File: config.mk
export PLATFORM = sky130hd
export DESIGN_NAME = blink_scheduler
export DESIGN_NICKNAME = d
export VERILOG_FILES = /design/src/rtl/blink_scheduler_pkg.sv /design/src/rtl/blink_scheduler_unit_tick.sv /design/src/rtl/blink_scheduler.sv
export SDC_FILE = /design/constraint.sdc
export NUM_CORES = 1
export LEC_CHECK = 0
export BUFFER_PORTS_ARGS = -buffer_cell sky130_fd_sc_hd__buf_2
export CAP_MARGIN = 40
export CORE_MARGIN = 4
export CORE_UTILIZATION = 60
export CTS_CLUSTER_DIAMETER = 80
export CTS_CLUSTER_SIZE = 20
export DETAILED_ROUTE_END_ITERATION = 10
export GPL_TIMING_DRIVEN = 0
export PLACE_DENSITY = 0.86
export SYNTH_ARGS = -nofsm -noshare
export SYNTH_HDL_FRONTEND = slang
export SYNTH_SLANG_ARGS = --single-unit
File: constraint.sdc
create_clock -name clk_i -period 8.68 [get_ports clk_i]
set_input_delay 0.868 -clock clk_i [delete_from_list [all_inputs] [get_ports clk_i]]
set_output_delay 0.868 -clock clk_i [all_outputs]
set_load 0.005 [all_outputs]
File: src/rtl/blink_scheduler_pkg.sv
// Shared definitions for blink_scheduler: default time base, FSM states and
// the divider helper that converts clock frequency and unit length into cycles.
package blink_scheduler_pkg;

    localparam int unsigned DEFAULT_FREQ      = 50_000_000;
    localparam int unsigned DEFAULT_UNIT_MS   = 100;
    localparam int unsigned DEFAULT_GAP_UNITS = 3;
    localparam int unsigned HB_RATIO          = 10;

    typedef enum logic [1:0] {
        ST_IDLE = 2'd0,
        ST_ON   = 2'd1,
        ST_OFF  = 2'd2,
        ST_GAP  = 2'd3
    } state_e;

    // 64-bit product so large board clocks times long units cannot overflow
    function automatic int unsigned calc_div(input int unsigned freq, input int unsigned unit_ms);
        longint unsigned prod;
        prod = 64'(freq) * 64'(unit_ms);
        return 32'(prod / 64'd1000);
    endfunction

endpackage

File: src/rtl/blink_scheduler_unit_tick.sv
// DIV-cycle prescaler: emits a one-cycle tick at the end of every unit and
// restarts from zero whenever restart_i is high.
module blink_scheduler_unit_tick #(
    parameter int unsigned DIV = 2
) (
    input  logic clk_i,
    input  logic rst_ni,
    input  logic restart_i,
    output logic tick_o
);

    localparam int unsigned PW = $clog2(DIV);

    logic [PW-1:0] cnt_q, cnt_d;

    assign tick_o = (cnt_q == PW'(DIV - 1));

    always_comb begin
        if (restart_i || tick_o) begin
            cnt_d = '0;
        end else begin
            cnt_d = cnt_q + PW'(1);
        end
    end

    always_ff @(posedge clk_i or negedge rst_ni) begin
        if (!rst_ni) begin
            cnt_q <= '0;
        end else begin
            cnt_q <= cnt_d;
        end
    end

endmodule

File: src/rtl/blink_scheduler.sv
// Round-robin sharing of one status LED among NREQ blink-code requesters.
// Optional idle heartbeat: define BLINK_SCHED_HEARTBEAT_EN.
module blink_scheduler
    import blink_scheduler_pkg::*;
#(
    parameter int unsigned FREQ      = DEFAULT_FREQ,
    parameter int unsigned UNIT_MS   = DEFAULT_UNIT_MS,
    parameter int unsigned NREQ      = 4,
    parameter int unsigned CW        = 4,
    parameter int unsigned GAP_UNITS = DEFAULT_GAP_UNITS
) (
    input  logic               clk_i,
    input  logic               rst_ni,
    input  logic [NREQ-1:0]    req_i,
    input  logic [NREQ*CW-1:0] cnt_i,
    output logic [NREQ-1:0]    ack_o,
    output logic [NREQ-1:0]    gnt_o,
    output logic               busy_o,
    output logic               led_o
);

    localparam int unsigned DIV = calc_div(FREQ, UNIT_MS);
    localparam int unsigned LW  = $clog2(NREQ);
    localparam int unsigned UW  = $clog2(GAP_UNITS + 1);

    state_e          state_q, state_d;
    logic [LW-1:0]   last_q, last_d;
    logic [CW-1:0]   pcnt_q, pcnt_d;
    logic [UW-1:0]   unit_q, unit_d;
    logic [NREQ-1:0] ack_q, ack_d;
    logic            tick;
    logic            restart;
    logic            grant;
    logic [LW-1:0]   win;
    logic [CW-1:0]   win_cnt;
    int unsigned     idx;

    blink_scheduler_unit_tick #(.DIV(DIV)) u_phase_tick (
        .clk_i     (clk_i),
        .rst_ni    (rst_ni),
        .restart_i (restart),
        .tick_o    (tick)
    );

    // Search starts one past the last winner so every requester gets a turn
    always_comb begin
        grant   = 1'b0;
        win     = last_q;
        win_cnt = '0;
        idx     = 0;
        for (int unsigned i = 1; i <= NREQ; i++) begin
            idx = (32'(last_q) + i) % NREQ;
            if (!grant && req_i[idx]) begin
                grant   = 1'b1;
                win     = LW'(idx);
                win_cnt = cnt_i[idx*CW +: CW];
            end
        end
    end

    always_ff @(posedge clk_i or negedge rst_ni) begin
        if (!rst_ni) begin
            state_q <= ST_IDLE;
        end else begin
            state_q <= state_d;
        end
    end

    always_ff @(posedge clk_i or negedge rst_ni) begin
        if (!rst_ni) begin
            last_q <= LW'(NREQ - 1);
            pcnt_q <= '0;
            unit_q <= '0;
            ack_q  <= '0;
        end else begin
            last_q <= last_d;
            pcnt_q <= pcnt_d;
            unit_q <= unit_d;
            ack_q  <= ack_d;
        end
    end

    always_comb begin
        state_d = state_q;
        last_d  = last_q;
        pcnt_d  = pcnt_q;
        ack_d   = '0;
        unit_d  = (state_q == ST_GAP) ? unit_q : '0;
        case (state_q)
            ST_IDLE: begin
                if (grant) begin
                    ack_d  = NREQ'(1) << win;
                    last_d = win;
                    pcnt_d = win_cnt;
                    if (win_cnt != '0) begin
                        state_d = ST_ON;
                    end
                end
            end
            ST_ON: begin
                if (tick) begin
                    pcnt_d  = pcnt_q - CW'(1);
                    state_d = (pcnt_d != '0) ? ST_OFF : ST_GAP;
                end
            end
            ST_OFF: begin
                if (tick) begin
                    state_d = ST_ON;
                end
            end
            ST_GAP: begin
                if (tick) begin
                    if (unit_q == UW'(GAP_UNITS - 1)) begin
                        state_d = ST_IDLE;
                    end else begin
                        unit_d = unit_q + UW'(1);
                    end
                end
            end
            default: state_d = ST_IDLE;
        endcase
    end

    // Phase timer is held in IDLE and cleared on every state change
    assign restart = (state_q == ST_IDLE) || (state_d != state_q);
    assign ack_o   = ack_q;

`ifdef BLINK_SCHED_HEARTBEAT_EN
    localparam int unsigned HW = $clog2(HB_RATIO);

    logic          hb_tick;
    logic [HW-1:0] hb_q, hb_d;
    logic          hb_on_q;

    blink_scheduler_unit_tick #(.DIV(DIV)) u_hb_tick (
        .clk_i     (clk_i),
        .rst_ni    (rst_ni),
        .restart_i (1'b0),
        .tick_o    (hb_tick)
    );

    always_comb begin
        hb_d = hb_q;
        if (hb_tick) begin
            hb_d = (hb_q == HW'(HB_RATIO - 1)) ? '0 : hb_q + HW'(1);
        end
    end

    // Registered so the LED stays dark while reset is held
    always_ff @(posedge clk_i or negedge rst_ni) begin
        if (!rst_ni) begin
            hb_q    <= '0;
            hb_on_q <= 1'b0;
        end else begin
            hb_q    <= hb_d;
            hb_on_q <= (hb_d == '0);
        end
    end
`endif

    always_comb begin
        busy_o = (state_q != ST_IDLE);
        gnt_o  = busy_o ? (NREQ'(1) << last_q) : '0;
        led_o  = (state_q == ST_ON);
`ifdef BLINK_SCHED_HEARTBEAT_EN
        if (state_q == ST_IDLE) begin
            led_o = hb_on_q;
        end
`endif
    end

endmodule

# Word-level counts from Yosys, hierarchy flattened
# Index checks and enable logic that the tools add are counted.
# op_classes
n_lt_le_gt_ge,4
n_mux,39
n_eq_ne,8
add_sub_neg,7
reduce_logical,15
shifts,6
# ops
cell,n
16-bit by 5-bit variable part select with 4-bit output,4
4-bit 2-to-1 mux,9
2-bit 2-to-1 mux,14
23-bit by 1-bit adder with 23-bit output (second input constant),1
23-bit == test (second input constant),1
23-bit 2-to-1 mux,1
2-bit by 3-bit less-than comparator with 1-bit output (second input constant),4
1-bit 2-to-1 mux,9
1-bit binary-select mux with 2-bit select,4
2-bit case mux with 4 select lines,1
4-bit case mux with 2 select lines,1
4-bit nonzero test,2
1-bit by 2-bit << shifter with 4-bit output (first input constant),2
2-bit by 1-bit adder with 2-bit output (second input constant),3
2-bit == test (second input constant),3
2-bit adder (second input constant),2
2-bit nonzero test,2
4-bit by 1-bit subtractor with 4-bit output (second input constant),1
1-bit logical AND,3
1-bit logical NOT,3
3-bit AND reduction,1
2-bit by 1-bit == test with 1-bit output (second input constant),1
2-bit logical NOT,1
1-bit logical OR,2
4 further kinds,4
# totals
ff_bits,37
out_inout_bits,10
inputBits,22

# Logic depth before layout (Yosys ltp)
# logic_depth
word_depth,21
depth_mapped,11
mapped_depth_nobuf,8

# By module
# Synthesis repeated with hierarchy kept, for this count alone.
# hier_totals
cells_unflattened,280
area_unflattened_um2,2658.8
# modules_own_cells
mod,seq_area_each_um2,cells_per_inst,area_per_inst_um2,n_inst
blink_scheduler,352.8,154,1500.2,1
blink_scheduler_unit_tick,575.6,126,1158.6,1

# Least setup slack after synthesis
# Ideal clock, no wire load.
# synth_timing
path_type,register -> register
start,register last_q[1]
end,register state_q[0]
setup_ns,0.132
path_stages_with_launch,12
t_arrival_ns,3.126
synth_period_minus_slack_ns,3.258
slack_ns,5.422
cell_sequence,dfstp_2 -> clkbuf_1 -> clkbuf_1 -> inv_1 -> ha_1 -> clkbuf_1 -> clkbuf_1 -> mux4_2 -> a21oi_1 -> a31oi_1 -> o41ai_1 -> nand3_1
# synth_via
elab_chain_cells,17
# synth_rtl
item,line_no,text
"start, declared",blink_scheduler.sv:27,"logic [LW-1:0] last_q, last_d;"
"start signal, assigned",blink_scheduler.sv:71,last_q <= LW'(NREQ - 1);
"start signal, assigned",blink_scheduler.sv:76,last_q <= last_d;
2-bit by 1-bit adder with 2-bit output,blink_scheduler.sv:52,idx = (32'(last_q) + i) % NREQ;
1-bit binary-select mux with 2-bit select,blink_scheduler.sv:53,if (!grant && req_i[idx]) begin
1-bit 2-to-1 mux (not written as such),blink_scheduler.sv:53,
1-bit 2-to-1 mux,blink_scheduler.sv:53,
1-bit logical NOT,blink_scheduler.sv:53,
1-bit logical AND,blink_scheduler.sv:53,
1-bit 2-to-1 mux,blink_scheduler.sv:53,
1-bit logical NOT,blink_scheduler.sv:53,
[2 not listed],--,
1-bit logical NOT,blink_scheduler.sv:53,
1-bit logical AND,blink_scheduler.sv:53,
4-bit 2-to-1 mux,blink_scheduler.sv:53,
4-bit nonzero test,blink_scheduler.sv:95,if (win_cnt != '0) begin
2-bit 2-to-1 mux,blink_scheduler.sv:95,
2-bit 2-to-1 mux *,blink_scheduler.sv:91,if (grant) begin
2-bit case mux with 4 select lines *,blink_scheduler.sv:89,case (state_q)
via state_d[0],blink_scheduler.sv:26,"state_e state_q, state_d;"
"end signal, assigned",blink_scheduler.sv:65,state_q <= state_d;
"end, declared",blink_scheduler.sv:26,
# Mark *: on every way through the listed nets, which the timed path passes. The rest lies on a longest branch. The select of a mux whose other input is x is not followed.
# A chain may end at the register's enable or synchronous reset.

# Worst setup path in the final report
# Ends and elaborated chain as after synthesis.

==> impl_metrics.ini <==
[run_status]
outcome = completed

[placement]
dp_cells = 359
gp_congestion = 0.8876
dp_hpwl_um = 4523
port_buffers = 30

[die]
io_pins = 32
num_rows = 24
die_width_um = 75.04
die_area_um2 = 5630
die_y_um = 75.04
initial_core_util = 0.6193
coreArea_um2 = 4354

[synthesis]
synth_cells = 277
ys_ff_latch = 37
synthSimpleGateAreaFrac = 0.2506
yosysUniqueCellTypes = 50
synth_area_um2 = 2696
synth_nets = 306
synth_xor_area_frac = 0.07471
synth_compound_area_frac = 0.09188
muxShareOfSynthArea = 0.1661
synth_fa_ha_area_frac = 0.03248
synth_top_family_by_area = simple AND/OR/NAND/NOR gates
ys_seq_area_frac = 0.3443
synth_warnings = 0
avgSynthCellArea_um2 = 9.734

[clock_network]
clk_path_buf_depth = 2
cts_made_buffers = 5
cts_hold_buffers = 0
post_cts_resized = 0
cts_setup_buffers = 0
tritoncts = done
clk_latency_ns = 0.30
cts_root_buf = clkbuf_8
clock-sinks = 37
cts-htree-levels = 2
clkTransAtPathRegs_ns = 0.08

[timing]
fmax_mhz = 250.1
slew_viol_final = 0
timing.slew.headroom = 0.4560
fin_setup_tns_ns = 0
finalCritPeriodShare = 0.4606
clock_skew_ns = 0.007521
fin_crit_ns = 3.998
finalSetupViolations = 0
worst_slew_pin_slew_ns = 0.8160
rsz0062_at_grt = false
hold_violations = 0

[layout]
n_antenna_cell = 0
syn2layout_area_growth_pct = 13.09
final_nets = 343
stdcell_count = 367
drive_gt1_frac = 0.2286
final_util = 0.7003

[power_and_ir_drop]
vdd_drop_max_uv = 83.06
powerDensity_nw_per_um2 = 130.4
leakage_nw = 1.300

[worst_setup_path]
rrSetupSlack_ns = 4.68
criticalPathCategory = reg -> reg
r2r_end = state_q[0]$_DFF_PN0_
cp.required_ns = 8.86
regToRegStartpoint = last_q[1]$_DFFE_PN1P_
start_kind = flop
crit_fanout = 10
cp-end-kind = flop
worstPathArrival_ns = 4.17
reg2regPathDepth = 11

[global_route]
grt_util_all_layers = 0.2353
grt_pass1_wl_um = 10270
grt_pass1_vias = 2309
grt_overflow_total = 0
grt_start_max_net_pins = 38
antenna_found_initial = 0

[worst_hold_path]
holdPathStages = 1
min_path_type = reg -> reg
holdPathEnd = u_phase_tick.cnt_q[0]$_DFF_PN0_
hold_start = u_phase_tick.cnt_q[0]$_DFF_PN0_

[run]
max-cap-violations = 0

[route]
vias = 2281
wire_per_inst_um = 16.32
ant_nets = 0
drc = 0
wirelength_um = 5990
dr.pass1.iters = 6
dr.first_iter.drc_count = 115
viasPerCell = 6.215
flip-flops by register name (all words and copies together) (netlist names):
register / count
ack_o: 4
last_q: 2
pcnt_q: 4
state_q: 2
u_phase_tick.cnt_q: 23
unit_q: 2
power breakdown:
part / leakage [nW] / switching, mW / internal (mW) / total (mW)
combinational: 0.750 / 0.0230 / 0.0205 / 0.0435
sequential: 0.482 / 0.00126 / 0.174 / 0.175
clock: 0.0687 / 0.0638 / 0.116 / 0.179
cell families (layout without fill, tap and decap cells):
family / count (synthesis) / after routing
AND/OR/NAND/NOR: 127 / 127
flip-flops: 37 / 37
AO/OA/AOI/OAI: 36 / 36
buffers and inverters: 25 / 63
XOR/XNOR: 23 / 23
multiplexers: 22 / 22
adder cells (fa/ha/maj): 7 / 7
critical path, stage by stage (launching register included):
cell and delay, ns:
dfstp_2 0.55, clkbuf_1 0.36, clkbuf_1 0.49, inv_1 0.18
ha_1 0.31, clkbuf_1 0.30, clkbuf_1 0.49, mux4_2 0.39
a21oi_1 0.16, a31oi_1 0.13, o41ai_1 0.40, nand3_1 0.11
per-stage QoR:
stage               worst slack, ns  hold slack [ns]  area [µm²]  power (mW)
floorplan                     5.422           0.4704        2696      0.2046
global placement              4.753           0.5004        2912      0.2190
detailed placement            4.729           0.5217        2912      0.2211
CTS                           4.705           0.5329        3049      0.4005
global route                  4.455           0.5675        3049      0.4129
finish                        4.682           0.5345        3049      0.3977
how the worst max path moves through the flow:
stage / start / to
after floorplan: last_q[1]$_DFFE_PN1P_ / state_q[0]$_DFF_PN0_
after global placement: last_q[1]$_DFFE_PN1P_ / state_q[0]$_DFF_PN0_
after detailed placement: last_q[1]$_DFFE_PN1P_ / state_q[0]$_DFF_PN0_
after CTS: last_q[1]$_DFFE_PN1P_ / state_q[0]$_DFF_PN0_
after global routing: last_q[1]$_DFFE_PN1P_ / state_q[0]$_DFF_PN0_
final: last_q[1]$_DFFE_PN1P_ / state_q[0]$_DFF_PN0_
placed cells by master (no fill, tap or decap), types with 3 or more instances in the layout:
cell      instances
nor2_1           37
dfrtp_1          35
buf_2            32
nand2_1          23
mux4_2           18
xor2_1           12
clkbuf_1         11
xnor2_1          11
inv_1            10
nand3_1          10
a21oi_1          10
nor3_1            9
o21ai_0           8
ha_1              7
nand4_1           5
nor2b_1           5
and3b_1           5
nand4b_1          5
clkbuf_8          5
and3_1            4
nand3b_1          4
nor4b_1           3
nor4_1            3
or3_1             3
a211o_1           3
cell usage after synthesis, drive strengths merged:
cell type / number / area, µm²
or2b: 1 / 11.26
o22ai: 1 / 6.260
mux2i: 2 / 20.02
a2bb2oi: 1 / 8.760
or2: 2 / 12.51
nand2: 23 / 86.33
dfstp: 2 / 52.55
nor2: 37 / 138.9
o21a: 1 / 15.01
nor3: 9 / 45.04
xnor2: 11 / 96.34
or4b: 1 / 10.01
buf: 4 / 28.78
a21boi: 1 / 7.510
a221oi: 1 / 8.760
and3: 5 / 32.53
or4: 1 / 11.26
and2: 3 / 18.77
ha: 7 / 87.58
nor3b: 1 / 7.510
xor2: 12 / 105.1
mux4: 18 / 405.4
inv: 10 / 37.54
o2bb2ai: 1 / 8.760
nor4: 3 / 18.77
o21bai: 2 / 15.01
or3: 4 / 26.28
nand4b: 5 / 43.79
and3b: 5 / 43.79
a221o: 3 / 31.28
a211o: 3 / 26.28
mux2: 2 / 22.52
nand3b: 4 / 30.03
clkbuf: 11 / 41.29
nand3: 10 / 50.05
a21oi: 10 / 50.05
nand4: 5 / 31.28
o41ai: 1 / 8.760
a41oi: 1 / 8.760
nor4b: 3 / 26.28
nor2b: 5 / 31.28
a31oi: 2 / 12.51
dfrtp: 35 / 875.8
o21ai: 8 / 40.04
metal layers:
layer	GRT usage	wire length, µm
met1	0.2768	2355
met2	0.4275	3314
met3	0.03338	244
met5	0	0
met4	0.09684	76
final cells by class:
type | count | area [µm²]
multi-input combinational | 215 | 1660
fill | 344 | 1305
sequential | 37 | 928.4
timing repair buffer | 30 | 150.1
buffer | 15 | 70.07
clock buffer | 5 | 68.82
clock inverter | 3 | 68.82
tap | 52 | 65.06
inverter | 10 | 37.54
Note: power is estimated with default switching activity, not from simulation.
